==> src/rtl/uart_defs.sv <==
// uart_defs: shared UART types -- mode/config encodings and the flow-arbiter state.
package uart_defs;
  typedef enum logic [1:0] {
    FULLDUPLEX = 2'd0,
    HALFDUPLEX = 2'd1,
    SIMPLEX    = 2'd2
  } uart_mode_t;

  typedef struct packed {
    uart_mode_t mode;
    logic       master;
  } Config_t;

  typedef enum logic [1:0] {
    IDLE  = 2'd0,
    TX    = 2'd1,
    RX    = 2'd2,
    GUARD = 2'd3
  } FlowState_t;
endpackage

==> src/rtl/uart_sync.sv <==
// uart_sync: N-flop synchroniser for an asynchronous input, resetting to 1 (idle-high lines).
module uart_sync #(
  parameter int N = 2
) (
  input  logic clk,
  input  logic rst_n,
  input  logic d,
  output logic q
);
  logic [N-1:0] r;
  always_ff @(posedge clk or negedge rst_n)
    if (!rst_n) r <= '1;
    else r <= {r[N-2:0], d};
  assign q = r[N-1];
endmodule

==> src/rtl/uart_flow_arbiter.sv <==
// uart_flow_arbiter: RTS/CTS flow control with watermark hysteresis, frame-safe TX gating
// and half-duplex direction arbitration with a bus-turnaround guard.
module uart_flow_arbiter
  import uart_defs::*;
#(
  parameter int FIFO_DEPTH  = 16,
  parameter int GUARD_W     = 8,
  parameter int SYNC_STAGES = 2,
  localparam int LVL_W      = $clog2(FIFO_DEPTH + 1)
) (
  input  logic               tck,
  input  logic               rst_n,
  input  Config_t            uart_config_i,
  input  logic               cts_n_i,
  output logic               rts_n_o,
  input  logic               tx_req_i,
  input  logic               tx_busy_i,
  output logic               tx_grant_o,
  input  logic               rx_active_i,
  input  logic [LVL_W-1:0]   rx_level_i,
  input  logic [LVL_W-1:0]   rx_hi_wm_i,
  input  logic [LVL_W-1:0]   rx_lo_wm_i,
  input  logic [GUARD_W-1:0] guard_cycles_i,
  output logic               tx_enable_o,
  output logic               rx_enable_o,
  output logic [1:0]         state_o
);
  FlowState_t         st_q, st_d;
  logic [GUARD_W-1:0] cnt_q, cnt_d;
  Config_t            cfg_q;
  logic               rx_block, rxb_d, cts_sync, hd, sx, done, fd_grant, guard_zero;

  uart_sync #(.N(SYNC_STAGES)) u_cts_sync (
    .clk  (tck),
    .rst_n(rst_n),
    .d    (cts_n_i),
    .q    (cts_sync)
  );

  always_comb begin
    hd         = uart_config_i.mode == HALFDUPLEX;
    sx         = uart_config_i.mode == SIMPLEX;
    fd_grant   = tx_req_i & ~cts_sync & ~tx_busy_i;
    guard_zero = guard_cycles_i == '0;
    // set wins over clear, so an inverted watermark pair acts as a plain threshold
    rxb_d = (rx_level_i >= rx_hi_wm_i || rx_level_i == LVL_W'(FIFO_DEPTH)) ? 1'b1 :
            (rx_level_i <= rx_lo_wm_i) ? 1'b0 : rx_block;
    done  = (st_q == TX && !tx_busy_i && !tx_req_i) || (st_q == RX && !rx_active_i);
    st_d  = st_q;
    cnt_d = cnt_q;
    if (uart_config_i != cfg_q || !hd) begin
      st_d  = IDLE;
      cnt_d = '0;
    end else if (done) begin
      st_d  = guard_zero ? IDLE : GUARD;
      cnt_d = guard_zero ? '0 : guard_cycles_i - GUARD_W'(1);
    end else if (st_q == IDLE) begin
      st_d = rx_active_i ? RX : fd_grant | (tx_req_i & ~cts_sync) ? TX : IDLE;
    end else if (st_q == GUARD) begin
      st_d  = cnt_q == '0 ? IDLE : GUARD;
      cnt_d = cnt_q == '0 ? '0 : cnt_q - GUARD_W'(1);
    end
  end

  always_ff @(posedge tck or negedge rst_n)
    if (!rst_n) begin
      st_q        <= IDLE;
      cnt_q       <= '0;
      cfg_q       <= '0;
      rx_block    <= 1'b0;
      rts_n_o     <= 1'b1;
      tx_grant_o  <= 1'b0;
      tx_enable_o <= 1'b0;
      rx_enable_o <= 1'b0;
    end else begin
      st_q        <= st_d;
      cnt_q       <= cnt_d;
      cfg_q       <= uart_config_i;
      rx_block    <= rxb_d;
      tx_enable_o <= hd ? st_d == TX : sx ? uart_config_i.master : 1'b1;
      rx_enable_o <= hd ? (st_d == IDLE || st_d == RX) : sx ? ~uart_config_i.master : 1'b1;
      rts_n_o     <= hd ? ((st_d == IDLE || st_d == RX) ? rxb_d : 1'b1) :
                     (sx && uart_config_i.master) ? 1'b1 : rxb_d;
      tx_grant_o  <= hd ? (st_d == TX && !tx_busy_i && !cts_sync) :
                     (sx && !uart_config_i.master) ? 1'b0 : fd_grant;
    end

  assign state_o = st_q;
endmodule

==> config.mk <==
export PLATFORM = sky130hd
export DESIGN_NAME = uart_flow_arbiter
export DESIGN_NICKNAME = d
export VERILOG_FILES = /design/src/rtl/uart_defs.sv /design/src/rtl/uart_sync.sv /design/src/rtl/uart_flow_arbiter.sv
export SDC_FILE = /design/constraint.sdc
export NUM_CORES = 1
export LEC_CHECK = 0
export CAP_MARGIN = 10
export CORE_MARGIN = 4
export CORE_UTILIZATION = 52
export CTS_CLUSTER_DIAMETER = 60
export DETAILED_ROUTE_END_ITERATION = 10
export PLACE_DENSITY = 0.82
export SETUP_SLACK_MARGIN = 0.02
export SLEW_MARGIN = 20
export SYNTH_ARGS = -nofsm -noshare
export SYNTH_HDL_FRONTEND = slang
export SYNTH_HIERARCHICAL = 1
export SYNTH_SLANG_ARGS = --single-unit
==> constraint.sdc <==
create_clock -name tck -period 3.3 [get_ports tck]
set_input_delay 0.825 -clock tck [delete_from_list [all_inputs] [get_ports tck]]
set_output_delay 0.825 -clock tck [all_outputs]
set_load 0.02 [all_outputs]
======== Yosys cells after proc, flatten, opt, wreduce, memory -nomap -nowiden ========
Cells that the tools add are included.
cells by class
  reductions and logical operators ........ 23
  equal/unequal tests ..................... 10
  add/subtract/negate cells ............... 2
  bitwise operators ....................... 6
  muxes and demuxes ....................... 25
  $lt $le $gt $ge ......................... 2
  divide/modulo/power cells ............... 0
  multipliers ............................. 0
  shift operators ......................... 0
operators by type and width
  kind                 number
  $mux 8               6
  $logic_not 8->1      2
  $sub 8x1->8 const B  2
  $mux 2               7
  $mux 1               12
  $eq 2x2->1 const B   4
  $logic_and 1x1->1    7
  $eq 2x1->1 const B   3
  $logic_not 1->1      6
  $eq 5x5->1 const B   1
  $ge 5x5->1           1
  $le 5x5->1           1
  $logic_not 2->1      2
  $logic_or 1x1->1     4
  $ne 3x3->1           1
  $ne 3x3->1 const B   1
  $not 1->1            3
  $reduce_bool 3->1    1
  $and 1x1->1          2
  $reduce_and 2->1     1
  $or 1x1->1           1
storage, ports and cells
  latch bits .............................. 0
  memories ................................ 0
  output and inout port bits .............. 6
  flip-flop bits (word level) ............. 20
  ROM bits ................................ 0
  logic and storage cells ................. 78
  memory bits (writable) .................. 0
  input port bits ......................... 32

======== Depth between registers and ports, before layout ========
Gate-level depths: netlist (run 1).
  word-level depth ........................ 13
  mapped depth ............................ 7
  depth with buffers taken out ............ 7

======== Modules after synthesis ========
The synthesis (run 1) kept the hierarchy.
modules (own cells, without submodules)
  module             instances  area an instance (µm²)  cells each  seq. area each (µm²)
  uart_flow_arbiter  1          1,408.9                 164         451.7
  uart_sync          1          52.6                    2           52.6

======== Worst setup path before layout (run 1) ========
OpenSTA, ideal clock, no wires.
  kind .................................... input-to-reg
  start point ............................. in guard_cycles_i[0]
  end point ............................... reg cnt_q[3]
  path buffers ............................ 0
  library setup time ...................... 0.122 ns
  slack ................................... 1.136 ns
  required time ........................... 3.178 ns
  cell stages on the path ................. 7
  data arrival time ....................... 2.042 ns
  path through ............................ inv_1 ha_1 nor4b_1 nand2_1 o21ai_0 nor2_1 a32o_1
on the way
  word-level cells in the longest chain between the ends .. 4
  elaborated cells on any way between the ends .. 5
ends and longest elaborated chain
  element                                         line                                              source
  start: declaration                              uart_flow_arbiter.sv:23                           input logic [GUARD_W-1:0] guard_cycles_i,
  $sub 8x1->8 or $logic_not 8->1 (tied branches)  uart_flow_arbiter.sv:56, uart_flow_arbiter.sv:44
  $mux 8 (*)                                      uart_flow_arbiter.sv:56                           cnt_d = guard_zero ? '0 : guard_cycles_i - GUARD_W'(1);
  $mux 8 (*)                                      uart_flow_arbiter.sv:54                           end else if (done) begin
  $mux 8 (*)                                      uart_flow_arbiter.sv:51                           if (uart_config_i != cfg_q || !hd) begin
  end signal: assignment                          uart_flow_arbiter.sv:77                           cnt_q <= cnt_d;
  end: declaration                                uart_flow_arbiter.sv:29                           logic [GUARD_W-1:0] cnt_q, cnt_d;
Every way passes the cells marked *; elsewhere a longest branch is shown, timed or not.
A chain may end at the register's enable or synchronous reset.

======== Worst setup path in the final report (run 1) ========
Same ends and word-level chain as after synthesis.

==> results of run 1 <==
==> metrics by stage <==
step                cell area [um^2]  utilization (%)
floorplan                       1460                -
global placement                1860             72.6
detailed placement              1860             72.6
CTS                             1920             74.7
global route                    1920             74.7
finish                          1920             74.7
==> cells in the mapped netlist, drive strengths merged <==
library cell  count
o31ai             1
and2              1
a31oi             3
o21a              3
a211o             1
mux2              1
nor4              3
xor2              2
nor4b             2
o21ai            12
o22ai             3
o31a              1
nand3b            1
o2bb2ai           1
a32oi             2
o21bai            1
clkbuf            1
ha               14
a211oi            2
a21o              1
nor3b             4
a41oi             1
dfrtp            17
a21boi            2
buf               2
nand3             5
xnor2             1
o32a              1
a21oi             9
or4               2
a32o              2
inv              17
nand4             1
nand2            14
dfstp             3
nor2b             2
mux2i             1
nand2b            8
a221o             1
o22a              2
nor2             11
nor3              4
==> layer usage <==
metal  vias to the layer above  wire (um)  share of wire, %  global-route usage [%]
met3                        10        243               6.9                    3.35
met5                         -          0                 0                       0
li1                        686          -                 -                       -
met2                        64       1770                50                    38.6
met1                       647       1440                41                    25.3
met4                         0         78               2.2                    9.60
==> power by group through the flow <==
stage               logic, mW  registers [mW]  clock network (mW)
finish                  0.118           0.260               0.205
global route            0.132           0.261               0.216
CTS                     0.119           0.260               0.209
detailed placement      0.119           0.265                   0
global placement        0.114           0.264                   0
floorplan              0.0432           0.270                   0
==> state kept, by name, indices dropped and copies added (netlist names) <==
signal,cells
cfg_q,3
cnt_q,8
rts_n_o,1
rx_block,1
rx_enable_o,1
state_o,2
tx_enable_o,1
tx_grant_o,1
u_cts_sync/r,2
==> worst paths after layout <==
kind | from | to | slack, ns | cells past startpoint
hold / removal | u_cts_sync/r[0]$_DFF_PN1_ | u_cts_sync/r[1]$_DFF_PN1_ | 0.37 | 0
min in group asynchronous | rst_n | cnt_q[6]$_DFFE_PN0P_ | 1.00 | 1
hold reg to reg | u_cts_sync/r[0]$_DFF_PN1_ | u_cts_sync/r[1]$_DFF_PN1_ | 0.37 | 0
setup reg to reg | cnt_q[0]$_DFFE_PN0P_ | cnt_q[3]$_DFFE_PN0P_ | 1.11 | 7
max in group asynchronous | rst_n | cnt_q[4]$_DFFE_PN0P_ | 1.76 | 1
setup / recovery | guard_cycles_i[0] | cnt_q[3]$_DFFE_PN0P_ | 0.73 | 8
==> critical path: cells and delay by family <==
kind / cells / cell delay, ns
AO/OA/AOI/OAI: 2 / 0.50
adder cells (fa/ha/maj): 1 / 0.16
buffers and inverters: 2 / 0.56
AND/OR/NAND/NOR: 3 / 0.72
==> kinds of logic (layout without fill, tap and decap cells) <==
kind of cell | Yosys count | in the layout | synth area share [%]
xor+xnor | 3 | 3 | 1.80
mux | 2 | 2 | 1.46
flops | 20 | 20 | 34.5
simple gates | 58 | 58 | 21.8
buf+inv | 20 | 60 | 5.74
fa+ha+maj | 14 | 14 | 12.0
compound gates | 49 | 49 | 22.7
==> area by class of cell <==
type / instances / area, um^2
inverter: 17 / 63.8
multi-input combinational: 126 / 873
clock buffer: 3 / 22.5
fill: 192 / 651
timing repair buffer: 39 / 385
sequential: 20 / 504
tap: 30 / 37.5
clock inverter: 1 / 30.0
==> impl_metrics.yaml, run 1 <==
clock_network:
  clk_pin_slew_worst_paths_ns: 0.12
  cts_tree: "built"
  cts-hold-fix-buffers: 0
  cts_buffer_depth: 2
  clock_latency_ns: 0.31
  clkSinkCount: 20
  numCtsBuffers: 3
  ctsResizeCount: 0
  cts-root-buf: "clkbuf_4"
  cts_setup_buffers: 0
  htree_num_levels: 1
drt:
  drt-total-wl_um: 3530
  dr_total_vias: 1407
  first_iter_violations: 109
  wire_per_inst_um: 15.0
  antenna_left: 0
  drt-pass1-iter-count: 6
  viasPerCell: 5.96
  drc: 0
cells_and_area:
  antenna_cells: 0
  layout_common_cells: "clkdlybuf4s50_1 (37), inv_1 (17), dfrtp_1 (17)"
  layout_commonest_cell: "clkdlybuf4s50_1"
  synthToLayoutAreaGrowth_pct: 31.2
  instances_no_fill: 236
  drive_gt1_share_pct: 6.80
  fin_nets: 253
worst_setup_path:
  crit_path_max_incr_delay_ns: 0.46
  crit_required_ns: 3.50
  end_kind: "flip-flop"
  slowest_stage: "clkdlybuf4s50_1"
  path_cells: "clkdlybuf4s50_1, inv_1, ha_1, nor4b_1, nand2_1, o21ai_0, nor2_1, a32o_1"
  path_class: "primary input to flip-flop"
  critPathArrivalTime_ns: 2.78
  crit_fanout: 4
  cp-start-kind: "primary input"
global_routing:
  grt-ovfl-total: 0
  grt_usage_pct: 21.5
  grt_pass1_wl_um: 6030
  grt_antenna_before_repair: 0
  grt_pass1_vias: 1426
  grt_max_degree: 21
sta:
  fin_hold_ws_ns: 0.367
  worstMarginPinSlew_ns: 0.884
  setup_viol: 0
  fin_crit_ns: 2.57
  skew_ns: 0.00748
  final.period_utilization_pct: 78.0
  setup_tns_ns: 0
  rsz0062_at_grt: "false"
  slew_viol_final: 0
  slew_headroom_pct: 40.9
  fin_ws_ns: 0.726
  hold_viol_final: 0
  fmax_ghz: 0.388
synthesis:
  syn_inst: 166
  yosysTopAreaCell: "dfrtp_1"
  yosys_register_bits: 20
  yosys_warnings: 6
  ys_types: 47
  seq_area_frac_synth_pct: 34.5
  synth_top_area_share_pct: 29.1
  netlist_area_um2: 1460
  avgSynthCellArea_um2: 8.80
  syn_nets: 212
  ys_top_cells_by_area: "dfrtp_1 (29%), ha_1 (12%), dfstp_2 (5.4%)"
floorplanning:
  die_area_um2: 3720
  die_h_um: 61.0
  ios: 38
  core_area_um2: 2570
  die_w_um: 61.0
  rows: 18
  start_util_pct: 56.9
placement:
  place_hpwl_um: 2860
  dp_cells: 232
  io_buffer_count: 37
  place.gp.congestion: 0.886
  dp_slack_ns: 0.395
power_and_ir_drop:
  p_switching_mw: 0.139
  max-vdd-ir-drop_mv: 0.277
  p_per_area_nw_per_um2: 304
  seqPwrFrac_pct: 44.6
  p_comb_share_pct: 20.2
  total_power_mw: 0.583
  p_int_mw: 0.444
  switching_share_pct: 23.8
  power.leakage_nw: 0.829
  clockPowerShare_pct: 35.2
flow_run:
  drv_cap: 0
worst_hold_path:
  hold_path_class: "flip-flop to flip-flop"
status:
  status: "finished, final reports clean"
Power figures use the tool's default switching activity.
==> run 2, diff against run 1 <==
--- a/config.mk
+++ b/config.mk
@@ -7,10 +7,10 @@
 export LEC_CHECK = 0
 export CAP_MARGIN = 10
 export CORE_MARGIN = 4
-export CORE_UTILIZATION = 52
+export CORE_UTILIZATION = 44
 export CTS_CLUSTER_DIAMETER = 60
 export DETAILED_ROUTE_END_ITERATION = 10
-export PLACE_DENSITY = 0.82
+export PLACE_DENSITY = 0.73
 export SETUP_SLACK_MARGIN = 0.02
 export SLEW_MARGIN = 20
 export SYNTH_ARGS = -nofsm -noshare
==> constraint.sdc (replaced) <==
create_clock -name tck -period 2.2 [get_ports tck]
set_input_delay 0.55 -clock tck [delete_from_list [all_inputs] [get_ports tck]]
set_output_delay 0.55 -clock tck [all_outputs]
set_load 0.02 [all_outputs]
==> impl_metrics.yaml, run 2 (same netlist as run 1, synthesis figures left out) <==
floorplanning:
  core_area_um2: 3100
  rows: 20
  die_h_um: 65.6
  start_util_pct: 47.1
  die_area_um2: 4310
  die_w_um: 65.6
  ios: 38
drt:
  wire_per_inst_um: 14.9
  drt-total-wl_um: 4130
  first_iter_violations: 82
  antenna_left: 0
  viasPerCell: 5.33
  dr_total_vias: 1476
  drt-pass1-iter-count: 4
  drc: 0
power_and_ir_drop:
  total_power_mw: 0.809
  power.leakage_nw: 0.956
  p_per_area_nw_per_um2: 380
  max-vdd-ir-drop_mv: 0.323
sta:
  fin_crit_ns: 2.06
  hold_viol_final: 0
  skew_ns: 0.00603
  slew_headroom_pct: 67.8
  fmax_ghz: 0.486
  setup_viol: 0
  rsz0062_at_grt: "false"
  worstMarginPinSlew_ns: 0.479
  slew_viol_final: 0
  final.period_utilization_pct: 93.6
global_routing:
  grt_pass1_wl_um: 6560
  grt_usage_pct: 19.6
  grt_pass1_vias: 1486
  grt_antenna_before_repair: 0
  grt_max_degree: 21
  grt-ovfl-total: 0
worst_hold_path:
  hold_path_depth: 0
  hold_start: "u_cts_sync/r[0]$_DFF_PN1_"
  hold_path_class: "flip-flop to flip-flop"
  hold_end: "u_cts_sync/r[1]$_DFF_PN1_"
worst_setup_path:
  crit_fanout: 3
  rr_worst_depth: 7
  path_cells: "clkdlybuf4s50_1, inv_1, ha_1, nor4b_2, nand2_1, o21ai_0, nor2_1, a32o_1"
  crit_required_ns: 2.39
  r2r-end: "cnt_q[4]$_DFFE_PN0P_"
  rr_startpoint: "cnt_q[1]$_DFFE_PN0P_"
  cp-start-kind: "primary input"
  path_class: "primary input to flip-flop"
  critPathArrivalTime_ns: 2.25
  end_kind: "flip-flop"
  crit_path_max_incr_delay_ns: 0.43
  slowest_stage: "clkdlybuf4s50_1"
  r2r_slack_ns: 0.24
placement:
  place.gp.congestion: 0.839
  dp_cells: 273
  io_buffer_count: 37
  place_hpwl_um: 3430
cells_and_area:
  antenna_cells: 0
  layout_commonest_cell: "clkdlybuf4s50_1"
  drive_gt1_share_pct: 18.5
  layout_common_cells: "clkdlybuf4s50_1 (37), buf_4 (29), inv_1 (17), dfrtp_1 (17)"
  instances_no_fill: 277
  synthToLayoutAreaGrowth_pct: 45.9
  n_fill_cell: 268
  reg_top3: "cnt_q (8), cfg_q (3)"
  fin_nets: 280
  largest_reg_flops: 8
  finish.utilization_pct: 68.7
  regMostFlops: "cnt_q"
clock_network:
  cts-root-buf: "clkbuf_4"
  numCtsBuffers: 3
  cts_setup_buffers: 0
  cts_tree: "built"
  clock_latency_ns: 0.30
  htree_num_levels: 1
  clk_pin_slew_worst_paths_ns: 0.11
  clkSinkCount: 20
  cts_buffer_depth: 2
status:
  status: "finished, final reports clean"
flow_run:
  drv_cap: 0
==> run 2: per-layer routing <==
layer	global-route usage, %	up-vias	part of all wire, %
li1	-	740	-
met1	24.1	684	41
met2	35.0	48	52
met3	3.93	4	5.7
met4	4.40	0	0.92
met5	0	-	0
==> run 2: worst max path at each step <==
stage	cells past startpoint	from	slack (ns)	to
2_1_floorplan	7	guard_cycles_i[0]	0.31	cnt_q[3]$_DFFE_PN0P_
3_3_place_gp	8	guard_cycles_i[0]	-0.20	cnt_q[3]$_DFFE_PN0P_
3_5_place_dp	8	guard_cycles_i[0]	-0.26	cnt_q[4]$_DFFE_PN0P_
4_1_cts	7	cnt_q[1]$_DFFE_PN0P_	0.1	cnt_q[4]$_DFFE_PN0P_
5_1_grt	5	cnt_q[3]$_DFFE_PN0P_	0.04	cnt_q[4]$_DFFE_PN0P_
6_report	8	guard_cycles_i[0]	0.14	cnt_q[4]$_DFFE_PN0P_
==> run 2: area by class of cell <==
cell class | instances | area (um^2) | area share (%)
clock buffer | 4 | 36.3 | 1.70
multi-input combinational | 126 | 885 | 41.5
sequential | 20 | 504 | 23.7
inverter | 17 | 63.8 | 2.99
timing repair buffer | 66 | 588 | 27.6
tap | 44 | 55.1 | 2.58
==> run 2: critical path, delay by kind of cell <==
family / cells / cell delay, ns
compound gates: 2 / 0.47
buf+inv: 2 / 0.52
fa+ha+maj: 1 / 0.17
simple gates: 3 / 0.53
==> run 2: repair_timing <==
item	4_1_cts	5_1_grt
endpoints found under the setup margin	1	6
gates resized for setup	1	1
hold buffers	0	0
hold endpoints to repair	0	0
==> run 2: where the power goes <==
group	switching [mW]	internal (mW)
Clock	0.110	0.101
Combinational	0.0899	0.118
Sequential	0.00449	0.385
==> run 2: per-stage QoR <==
stage / area [um^2] / setup slack [ns] / setup TNS, ns / hold WS, ns
floorplan: 1460 / 0.311 / 0 / 0.254
global placement: 2080 / -0.203 / -0.994 / 0.346
detailed placement: 2080 / -0.263 / -1.55 / 0.347
CTS: 2130 / 0.0983 / 0 / 0.364
global route: 2130 / 0.0408 / 0 / 0.389
finish: 2130 / 0.140 / 0 / 0.355
